### config.mk
export PLATFORM = sky130hd
export DESIGN_NAME = disp_mem_arbiter_flat
export DESIGN_NICKNAME = d
export VERILOG_FILES = /design/src/rtl/disp_mem_arbiter_pkg.sv /design/src/rtl/disp_mem_arbiter_if.sv /design/src/rtl/disp_mem_arbiter.sv /design/src/flat_wrapper.sv
export SDC_FILE = /design/constraint.sdc
export NUM_CORES = 1
export LEC_CHECK = 0
export BUFFER_PORTS_ARGS = -buffer_cell sky130_fd_sc_hd__buf_2
export CAP_MARGIN = 20
export CORE_MARGIN = 10
export CORE_UTILIZATION = 35
export DETAILED_ROUTE_END_ITERATION = 10
export GPL_TIMING_DRIVEN = 0
export PLACE_DENSITY_LB_ADDON = 0.12
export SLEW_MARGIN = 5
export SYNTH_ARGS = -nofsm -noshare
export SYNTH_HDL_FRONTEND = slang
export SYNTH_SLANG_ARGS = --single-unit
### constraint.sdc
create_clock -name clk -period 1.75 [get_ports clk]
set_input_delay 0.35 -clock clk [delete_from_list [all_inputs] [get_ports clk]]
set_output_delay 0.35 -clock clk [all_outputs]
set_load 0.05 [all_outputs]
### src/rtl/disp_mem_arbiter_pkg.sv
// Shared display-memory types and sizing for the text display path.
package disp_mem_arbiter_pkg;

  localparam int DISPADDR_W      = 12;
  localparam int DISPDATA_W      = 16;
  localparam int FONT_WIDTH      = 8;
  localparam int CHARS_WIDE      = 80;
  // Host pending this long without a grant is reported as starved.
  localparam int HOST_WAIT_LIMIT = 2 * FONT_WIDTH;

  typedef logic [DISPADDR_W-1:0] disp_addr_t;
  typedef logic [DISPDATA_W-1:0] disp_data_t;

  // Arbiter state encoding; constants live in the arbiter itself.
  typedef logic [1:0] arb_state_t;

endpackage

### src/rtl/disp_mem_arbiter_if.sv
// Bundle of video-fetch, host and RAM signals around the display memory arbiter.
// slave  : the arbiter's view (takes requests and RAM data, drives RAM controls).
// master : the surrounding system (renderer, host bridge and RAM).
interface disp_mem_arbiter_if;
  import disp_mem_arbiter_pkg::*;

  // video tile fetch
  logic       vid_rd_en;
  disp_addr_t vid_addr;
  logic       vid_data_valid;
  disp_data_t vid_data;

  // host port
  logic       host_req;
  logic       host_wr;
  disp_addr_t host_addr;
  disp_data_t host_wr_data;
  logic       host_ack;
  disp_data_t host_rd_data;
  logic       host_starved;

  // single-port RAM
  logic       mem_en;
  logic       mem_wr;
  disp_addr_t mem_addr;
  disp_data_t mem_wr_data;
  disp_data_t mem_rd_data;

  modport slave (
    input  vid_rd_en, vid_addr,
    input  host_req, host_wr, host_addr, host_wr_data,
    input  mem_rd_data,
    output vid_data_valid, vid_data,
    output host_ack, host_rd_data, host_starved,
    output mem_en, mem_wr, mem_addr, mem_wr_data
  );

  modport master (
    output vid_rd_en, vid_addr,
    output host_req, host_wr, host_addr, host_wr_data,
    output mem_rd_data,
    input  vid_data_valid, vid_data,
    input  host_ack, host_rd_data, host_starved,
    input  mem_en, mem_wr, mem_addr, mem_wr_data
  );

endinterface

### src/rtl/disp_mem_arbiter.sv
// Display memory arbiter: video fetches own the RAM whenever they strobe,
// host read/write requests fill the remaining cycles via a req/ack handshake.
module disp_mem_arbiter
  import disp_mem_arbiter_pkg::*;
#(
  parameter int WAIT_LIMIT = HOST_WAIT_LIMIT
) (
  input  logic               clk,
  input  logic               reset,
  disp_mem_arbiter_if.slave  bus
);

  localparam logic [1:0] IDLE    = 2'd0;
  localparam logic [1:0] RD_WAIT = 2'd1;
  localparam logic [1:0] ACK     = 2'd2;

  localparam int             CNT_W   = $clog2(WAIT_LIMIT + 1);
  localparam logic [CNT_W-1:0] CNT_MAX = CNT_W'(WAIT_LIMIT);

  arb_state_t       state_q, state_d;
  logic [CNT_W-1:0] wait_cnt_q, wait_cnt_d;
  logic             starved_q, starved_d;
  logic             ack_q, ack_d;
  disp_data_t       rd_data_q, rd_data_d;
  logic             vid_vld_q;

  logic grant;
  logic blocked;

  // Host wins the RAM only in an idle cycle with no video fetch; reset
  // suppresses the grant so no host write can slip out while held in reset.
  assign grant   = (state_q == IDLE) && bus.host_req && !bus.vid_rd_en && !reset;
  assign blocked = (state_q == IDLE) && bus.host_req &&  bus.vid_rd_en;

  // RAM port mux: video first, then granted host, otherwise parked on host_addr.
  always_comb begin
    bus.mem_en   = 1'b0;
    bus.mem_wr   = 1'b0;
    bus.mem_addr = bus.host_addr;
    if (bus.vid_rd_en) begin
      bus.mem_en   = 1'b1;
      bus.mem_addr = bus.vid_addr;
    end else if (grant) begin
      bus.mem_en   = 1'b1;
      bus.mem_wr   = bus.host_wr;
    end
  end

  assign bus.mem_wr_data = bus.host_wr_data;
  assign bus.vid_data    = bus.mem_rd_data;

  // Host FSM: writes finish at grant, reads need one extra cycle for RAM latency.
  // A video fetch during RD_WAIT is harmless: it only changes RAM output next cycle.
  always_comb begin
    state_d   = state_q;
    rd_data_d = rd_data_q;
    case (state_q)
      IDLE: begin
        if (grant) state_d = bus.host_wr ? ACK : RD_WAIT;
      end
      RD_WAIT: begin
        rd_data_d = bus.mem_rd_data;
        state_d   = ACK;
      end
      ACK:     state_d = IDLE;
      default: state_d = IDLE;
    endcase
  end

  // Ack is registered and high exactly for the cycle spent in ACK.
  assign ack_d = (state_d == ACK);

  // Count cycles the host is held off by video; clear on grant, saturate at limit.
  always_comb begin
    wait_cnt_d = wait_cnt_q;
    if (grant)
      wait_cnt_d = '0;
    else if (blocked && (wait_cnt_q != CNT_MAX))
      wait_cnt_d = wait_cnt_q + 1'b1;
  end

  // Sticky starvation flag, set on the same edge the counter reaches the limit.
  assign starved_d = starved_q | (wait_cnt_d == CNT_MAX);

  // State and output registers.
  always_ff @(posedge clk or posedge reset) begin
    if (reset) begin
      state_q    <= IDLE;
      wait_cnt_q <= '0;
      starved_q  <= 1'b0;
      ack_q      <= 1'b0;
      rd_data_q  <= '0;
      vid_vld_q  <= 1'b0;
    end else begin
      state_q    <= state_d;
      wait_cnt_q <= wait_cnt_d;
      starved_q  <= starved_d;
      ack_q      <= ack_d;
      rd_data_q  <= rd_data_d;
      vid_vld_q  <= bus.vid_rd_en;
    end
  end

  assign bus.vid_data_valid = vid_vld_q;
  assign bus.host_ack       = ack_q;
  assign bus.host_rd_data   = rd_data_q;
  assign bus.host_starved   = starved_q;

endmodule

### src/flat_wrapper.sv
// flat-port wrapper written by rule: the top's interface ports become plain ports
module disp_mem_arbiter_flat import disp_mem_arbiter_pkg::*;
#(
  parameter int WAIT_LIMIT = HOST_WAIT_LIMIT
)
  (clk, reset, bus_vid_rd_en, bus_vid_addr, bus_host_req, bus_host_wr, bus_host_addr, bus_host_wr_data, bus_mem_rd_data, bus_vid_data_valid, bus_vid_data, bus_host_ack, bus_host_rd_data, bus_host_starved, bus_mem_en, bus_mem_wr, bus_mem_addr, bus_mem_wr_data);
  disp_mem_arbiter_if bus_i ();
  input  logic clk;
  input  logic reset;
  input wire logic [$bits(bus_i.vid_rd_en)-1:0] bus_vid_rd_en;
  input wire logic [$bits(bus_i.vid_addr)-1:0] bus_vid_addr;
  input wire logic [$bits(bus_i.host_req)-1:0] bus_host_req;
  input wire logic [$bits(bus_i.host_wr)-1:0] bus_host_wr;
  input wire logic [$bits(bus_i.host_addr)-1:0] bus_host_addr;
  input wire logic [$bits(bus_i.host_wr_data)-1:0] bus_host_wr_data;
  input wire logic [$bits(bus_i.mem_rd_data)-1:0] bus_mem_rd_data;
  output wire logic [$bits(bus_i.vid_data_valid)-1:0] bus_vid_data_valid;
  output wire logic [$bits(bus_i.vid_data)-1:0] bus_vid_data;
  output wire logic [$bits(bus_i.host_ack)-1:0] bus_host_ack;
  output wire logic [$bits(bus_i.host_rd_data)-1:0] bus_host_rd_data;
  output wire logic [$bits(bus_i.host_starved)-1:0] bus_host_starved;
  output wire logic [$bits(bus_i.mem_en)-1:0] bus_mem_en;
  output wire logic [$bits(bus_i.mem_wr)-1:0] bus_mem_wr;
  output wire logic [$bits(bus_i.mem_addr)-1:0] bus_mem_addr;
  output wire logic [$bits(bus_i.mem_wr_data)-1:0] bus_mem_wr_data;
  assign bus_i.vid_rd_en = bus_vid_rd_en;
  assign bus_i.vid_addr = bus_vid_addr;
  assign bus_i.host_req = bus_host_req;
  assign bus_i.host_wr = bus_host_wr;
  assign bus_i.host_addr = bus_host_addr;
  assign bus_i.host_wr_data = bus_host_wr_data;
  assign bus_i.mem_rd_data = bus_mem_rd_data;
  assign bus_vid_data_valid = bus_i.vid_data_valid;
  assign bus_vid_data = bus_i.vid_data;
  assign bus_host_ack = bus_i.host_ack;
  assign bus_host_rd_data = bus_i.host_rd_data;
  assign bus_host_starved = bus_i.host_starved;
  assign bus_mem_en = bus_i.mem_en;
  assign bus_mem_wr = bus_i.mem_wr;
  assign bus_mem_addr = bus_i.mem_addr;
  assign bus_mem_wr_data = bus_i.mem_wr_data;
  disp_mem_arbiter #(.WAIT_LIMIT(WAIT_LIMIT)) u_core (.clk(clk), .reset(reset), .bus(bus_i));
endmodule
==> flow_summary_export.csv, run 1 <==
group,metric,value,unit
outcome,status,"finished with violations",
outcome,violations,"setup timing",
sta,period_needed,1.90,ns
cts,cts_buffer_depth,2,
sta,finalHoldViolCount,0,
cells_and_area,stdcell_count,298,
sta,drv_slew,0,
cells_and_area,drive_gt1_frac,0.758,
synthesis,yosys_most_used_dff,"dfrtp_1",
worst_setup_path,ff2ff_setup_slack,-0.06,ns
sta,fin_skew,0.00157,ns
synthesis,yosysWarnings,0,
power_and_ir_drop,max-vdd-ir-drop,0.496,mV
synthesis,synth-seq-cells,26,
worst_setup_path,crit_path_end,"bus_mem_wr",
global_route,grt_overflow_total,0,
worst_setup_path,startpoint_type,"flop",
cts,clock_sinks,26,
worst_setup_path,worst_ep_required_time,1.40,ns
cts,cts.clk_slew.worst_paths,0.09,ns
place,portBuffers,109,
worst_setup_path,reg2reg_to,"u_core.bus.host_starved",
sta,finalCritPeriodShare,1.08,
routing,route.detailed.drc,0,
synthesis,seq_area_frac_synth,0.432,
cells_and_area,diodes,0,
sta,setup_viol,11,
synthesis,syn-cell-area,0.00151,mm2
routing,ant_nets,0,
synthesis,synth_edf_count,0,
floorplanning,fp.coreArea,0.00409,mm2
global_route,antenna_found_initial,0,
cells_and_area,seqCellArea,651,um2
synthesis,syn_inst,133,
routing,firstDrtPassIters,4,
sta,rsz0062_at_grt,"yes",
floorplanning,ios,126,
place,placed_cells,292,
sta,setup_slack,-0.147,ns
floorplanning,rows,23,
floorplanning,initial_core_util,0.368,
global_route,grt_pass1_vias,1523,
sta,setup-tns-final,-0.428,ns
cells_and_area,fillers,369,
sta,fmax,527,MHz
cts,cts_tree,"done",
routing,routed_wl,4.55,mm
cts,numCtsBuffers,3,
floorplanning,dieWidth,85.6,um
worst_setup_path,cp-end-kind,"primary output",
cells_and_area,design_area,0.00224,mm2
routing,viasPerCell,4.54,
routing,wl_per_cell,15.3,um
power_and_ir_drop,power_density,1140,mW/mm2
place,hpwl,3.87,mm
global_route,grt_max_degree,16,
floorplanning,fp.dieArea,0.00732,mm2
global_route,grt_pass1_wl,7.36,mm
worst_setup_path,crit_type,"flop to primary output",
worst_setup_path,crit_fanout,3,
place,gp_congestion,0.785,
cts,ctsRootBufferMaster,"clkbuf_8",
synthesis,synthArstFlopShare,1.00,
worst_setup_path,crit_arrival,1.55,ns
hold_path,hp-class,"primary input to async pin",
worst_setup_path,startpoint,"u_core.state_q[1]",
synthesis,synth_cell_types,32,
sta,tightest_slew,0.574,ns
place,placed_cell_area,0.00213,mm2
cells_and_area,final_nets,312,
power_and_ir_drop,p_leak,1.22,nW
cts,clkLatencyLatePin,0.26,ns
synthesis,synth_fp_nets,196,
cts,htreeDepth,1,
cells_and_area,synthToLayoutAreaGrowth,49.1,%
global_route,grt_usage,0.120,
worst_setup_path,r2r_cells,5,
run,cap_violations,0,
floorplanning,floorplan.die.height,85.6,um
cts,hold_buffers,0,
routing,vias,1353,
cells_and_area,multi_input_area,597,um2
synthesis,syn_avg_cell_area,11.3,um2
routing,dr.first_iter.drc_count,44,
sta,timing.slew.headroom,0.615,
worst_setup_path,r2r-start,"u_core.state_q[1]",
-- worst max-delay path, stage by stage (launching register included) --
cell     delay, ns
dfrtp_1       0.41
or3b_4        0.42
nor3_4        0.13
and2_4        0.18
buf_8         0.14
-- registers in the layout, summed over array words and instances, names as in the netlist --
register / count
u_core.state_q: 2
u_core.wait_cnt_q: 5
u_core.bus.host_starved: 1
u_core.bus.host_ack: 1
u_core.bus.vid_data_valid: 1
u_core.bus.host_rd_data: 16
-- cells by family (layout without fill, tap and decap cells) --
family,count (synthesis),count (layout),synth area share
and+or+nand+nor,21,21,0.0848
DFF,26,26,0.432
AOI/OAI and AO/OA,12,12,0.0590
muxes,29,29,0.216
buffers and inverters,42,157,0.185
xor gates and xnor gates,1,1,0.00582
adders and majority gates,2,2,0.0166
-- metal layers --
| layer | part of all wire | GRT usage | up-vias |
|---|---|---|---|
| met5 | 0 | 0 | - |
| met4 | 0.0079 | 0.0404 | 0 |
| met3 | 0.21 | 0.0918 | 2 |
| met2 | 0.42 | 0.181 | 106 |
| met1 | 0.37 | 0.126 | 588 |
| li1 | - | - | 657 |
-- Yosys cell counts (all sizes together), types with 3 or more instances --
master  count  area share
o21ai       3       0.010
dfrtp      26        0.43
inv         5       0.012
mux2       28        0.21
buf        34        0.16
a21o        3       0.015
clkbuf      3      0.0083
-- layout make-up --
cell class	instances	share of cell area
Sequential cell	26	0.290
Multi-Input combinational cell	65	0.266
Timing Repair Buffer	111	0.254
Buffer	36	0.118
Tap cell	50	0.0279
Clock buffer	3	0.0184
Clock inverter	1	0.0134
Inverter	5	0.0100
Timing Repair inverter	1	0.00223
-- power breakdown --
group          internal (W)  leakage [nW]  switching, W
sequential         0.000746         0.319     0.0000957
combinational      0.000380         0.861      0.000852
clock              0.000306        0.0357      0.000183
-- stage by stage --
stage,hold WS (ns),setup slack [ns],util,total power [W]
final,0.110,-0.147,0.549,0.00256
after global routing,0.118,-0.226,0.549,0.00271
after CTS,0.117,-0.278,0.550,0.00259
after detailed placement,0.452,-0.390,0.521,0.00209
after global placement,0.448,-0.401,0.521,0.00208
after floorplan,0.381,0.0157,-,0.00179
-- layout by cell type (no fill, tap or decap), drive strengths merged, types with 2 or more instances in the layout --
cell type,n
nor2,2
clkbuf,5
ha,2
a21o,3
clkinvlp,2
nand3,2
or3,2
nand2,2
inv,4
dfrtp,26
nor2b,2
nand4,2
or2,2
o21ai,3
buf,145
mux2,28
-- worst min path at each step --
stage                            startpoint  cells after the start                        end
floorplan                     bus_vid_rd_en                      0  u_core.bus.vid_data_valid
global placement    u_core.bus.host_starved                      2    u_core.bus.host_starved
detailed placement  u_core.bus.host_starved                      2    u_core.bus.host_starved
CTS                                   reset                      2    u_core.bus.host_starved
global route                          reset                      2          u_core.state_q[1]
finish                                reset                      2    u_core.bus.host_starved
-- timing repair --
| item | in CTS | in global routing |
|---|---|---|
| pin swaps | 3 | 3 |
| buffers inserted | 2 | 0 |
| cloned | 1 | 0 |
| endpoints found under the setup margin | 23 | 20 |
| resized for setup | 9 | 6 |
Note: power is estimated with default switching activity, not from simulation.
==> run 2: changes to the inputs <==
--- a/config.mk
+++ b/config.mk
@@ -12,6 +12,7 @@
 export DETAILED_ROUTE_END_ITERATION = 10
 export GPL_TIMING_DRIVEN = 0
 export PLACE_DENSITY_LB_ADDON = 0.12
+export REMOVE_ABC_BUFFERS = 1
 export SLEW_MARGIN = 5
 export SYNTH_ARGS = -nofsm -noshare
 export SYNTH_HDL_FRONTEND = slang
==> run 2 against run 1 <==
Compared with the run above:
- the flow still finishes with violations (setup timing)
- clock-buffer cell count grew 1
- routed wire length increased by 3.2%
- worst hold slack improved by 0.029 ns
- sequential power about the same
- clock power decreased by 22%
- design area decreased by 13%
- die area did not move
- maximum frequency grew 1.6%
- power decreased by 8.9%
- largest cell class is now flip-flops and latches
- largest power group unchanged
- highest routed layer is now met5
==> flow_summary_export.csv, run 2 (synthesis gave the netlist of run 1 again) <==
group,metric,value,unit
run,cap_violations,0,
routing,viasPerCell,4.74,
worst_setup_path,r2r-start,"u_core.state_q[0]",
global_route,antenna_found_initial,0,
global_route,grt_max_degree,24,
power_and_ir_drop,p_leak,1.01,nW
sta,setup_slack,-0.117,ns
place,gp_congestion,0.777,
sta,fmax,536,MHz
place,portBuffers,93,
sta,setup-tns-final,-0.161,ns
cts,cts.clk_slew.worst_paths,0.09,ns
cts,cts_buffer_depth,2,
outcome,violations,"setup timing",
outcome,status,"finished with violations",
cells_and_area,final_common_cell,"buf_2",
cts,numCtsBuffers,3,
worst_setup_path,startpoint,"u_core.state_q[0]",
sta,tightest_slew,0.553,ns
cells_and_area,final_nets,267,
cells_and_area,drive_gt1_frac,0.709,
floorplanning,initial_core_util,0.368,
routing,firstDrtPassIters,3,
power_and_ir_drop,max-vdd-ir-drop,0.405,mV
routing,route.detailed.drc,0,
routing,dr.first_iter.drc_count,42,
sta,finalHoldViolCount,0,
floorplanning,floorplan.die.height,85.6,um
worst_setup_path,startpoint_type,"flop",
routing,ant_nets,0,
sta,whs,0.139,ns
sta,period_needed,1.87,ns
floorplanning,fp.dieArea,0.00732,mm2
global_route,grt_usage,0.124,
worst_setup_path,cp-end-kind,"primary output",
cts,ctsRootBufferMaster,"clkbuf_8",
cells_and_area,final_util,0.479,
cells_and_area,largest_reg_flops,16,
cts,htreeDepth,1,
sta,timing.slew.headroom,0.629,
worst_setup_path,crit_arrival,1.52,ns
power_and_ir_drop,power_density,1190,mW/mm2
floorplanning,dieWidth,85.6,um
worst_setup_path,cp_slowest_stage_delay,0.41,ns
floorplanning,fp.coreArea,0.00409,mm2
worst_setup_path,crit_path_end,"bus_mem_wr",
cts,clock_sinks,26,
worst_setup_path,reg2reg_to,"u_core.bus.host_starved",
worst_setup_path,worst_ep_required_time,1.40,ns
power_and_ir_drop,internal_power,0.00128,W
global_route,grt_overflow_total,0,
sta,fin_skew,0.00263,ns
routing,wl_per_cell,18.6,um
sta,finalCritPeriodShare,1.07,
hold_path,hp-class,"primary input to async pin",
worst_setup_path,ff2ff_setup_slack,-0.04,ns
worst_setup_path,r2r_cells,5,
sta,drv_slew,0,
power_and_ir_drop,seq_power_share,0.360,
sta,rsz0062_at_grt,"yes",
worst_setup_path,crit_type,"flop to primary output",
routing,vias,1198,
power_and_ir_drop,switching_share,0.450,
global_route,grt_pass1_vias,1329,
cts,cts_tree,"done",
power_and_ir_drop,combPwrFrac,0.477,
routing,routed_wl,4.69,mm
cells_and_area,fillers,408,
cells_and_area,mostFrequentLayoutCells,"buf_2, mux2_2, dfrtp_1",
worst_setup_path,crit_fanout,3,
floorplanning,rows,23,
power_and_ir_drop,clkPwrFrac,0.163,
worst_setup_path,crit_chain,"or3b_4, nor3_4, and2_4, buf_8",
global_route,grt_pass1_wl,7.20,mm
place,hpwl,3.86,mm
power_and_ir_drop,p_sw,0.00105,W
cells_and_area,synthToLayoutAreaGrowth,30.1,%
worst_setup_path,slowest_stage,"dfrtp_1",
sta,setup_viol,2,
cells_and_area,diodes,0,
cts,clkLatencyLatePin,0.26,ns
floorplanning,ios,126,
## run 2: cell types whose count changed in the layout (fill, tap and decap cells not counted), sizes merged
cell,before,now
bufinv,1,0
buf,145,101
## run 2: power by group through the flow
stage	Sequential, W	Combinational [W]	Clock, W
global route	0.000868	0.00119	0.000416
CTS	0.000841	0.00111	0.000397
detailed placement	0.000854	0.00109	0
finish	0.000839	0.00111	0.000380
global placement	0.000846	0.00107	0
floorplan	0.00121	0.000372	0
## run 2: area by class of cell
cell class | instances | area [um2] | area share
clock buffer | 4 | 55.1 | 0.0281
inverter | 5 | 22.5 | 0.0115
multi-input combinational | 65 | 611 | 0.312
sequential | 26 | 651 | 0.332
tap | 50 | 62.6 | 0.0319
timing repair buffer | 102 | 552 | 0.282
timing repair inverter | 1 | 5.00 | 0.00256
## run 2: how the worst min path moves through the flow
stage / endpoint
final: u_core.wait_cnt_q[0]
after global routing: u_core.wait_cnt_q[1]
after CTS: u_core.wait_cnt_q[0]
after detailed placement: u_core.bus.host_starved
after global placement: u_core.bus.host_starved
after floorplan: u_core.bus.vid_data_valid
## run 2: critical path: cells and delay by family, from the launching register on
family	cells	cell delay (ns)
simple gates	3	0.71
flops	1	0.41
buf+inv	1	0.14
## run 2: per-stage QoR
| step | worst slack, ns | cell area, um2 | power, W | instances |
|---|---|---|---|---|
| finish | -0.117 | 1960 | 0.00233 | 253 |
| global route | -0.200 | 1960 | 0.00247 | 253 |
| CTS | -0.181 | 1890 | 0.00235 | 247 |
| detailed placement | -0.558 | 1780 | 0.00195 | 239 |
| global placement | -0.525 | 1770 | 0.00192 | 239 |
| floorplan | -0.244 | 1240 | 0.00158 | 96 |
## run 2: metal layers
layer  global-route usage  wire length [um]  vias to the layer above
li1                     -                 -                      564
met1                0.116              1530                      566
met2                0.206              2320                       64
met3                0.101               800                        2
met4               0.0180                 0                        2
met5               0.0559                51                        -
## run 2: repair_timing
action                                  4_1_cts  5_1_grt
setup buffers                                 3        6
hold buffers                                  0        0
gates cloned                                  1        0
endpoints found under the setup margin        7       21
gates resized for setup                      10        6
pin swaps                                     5        4
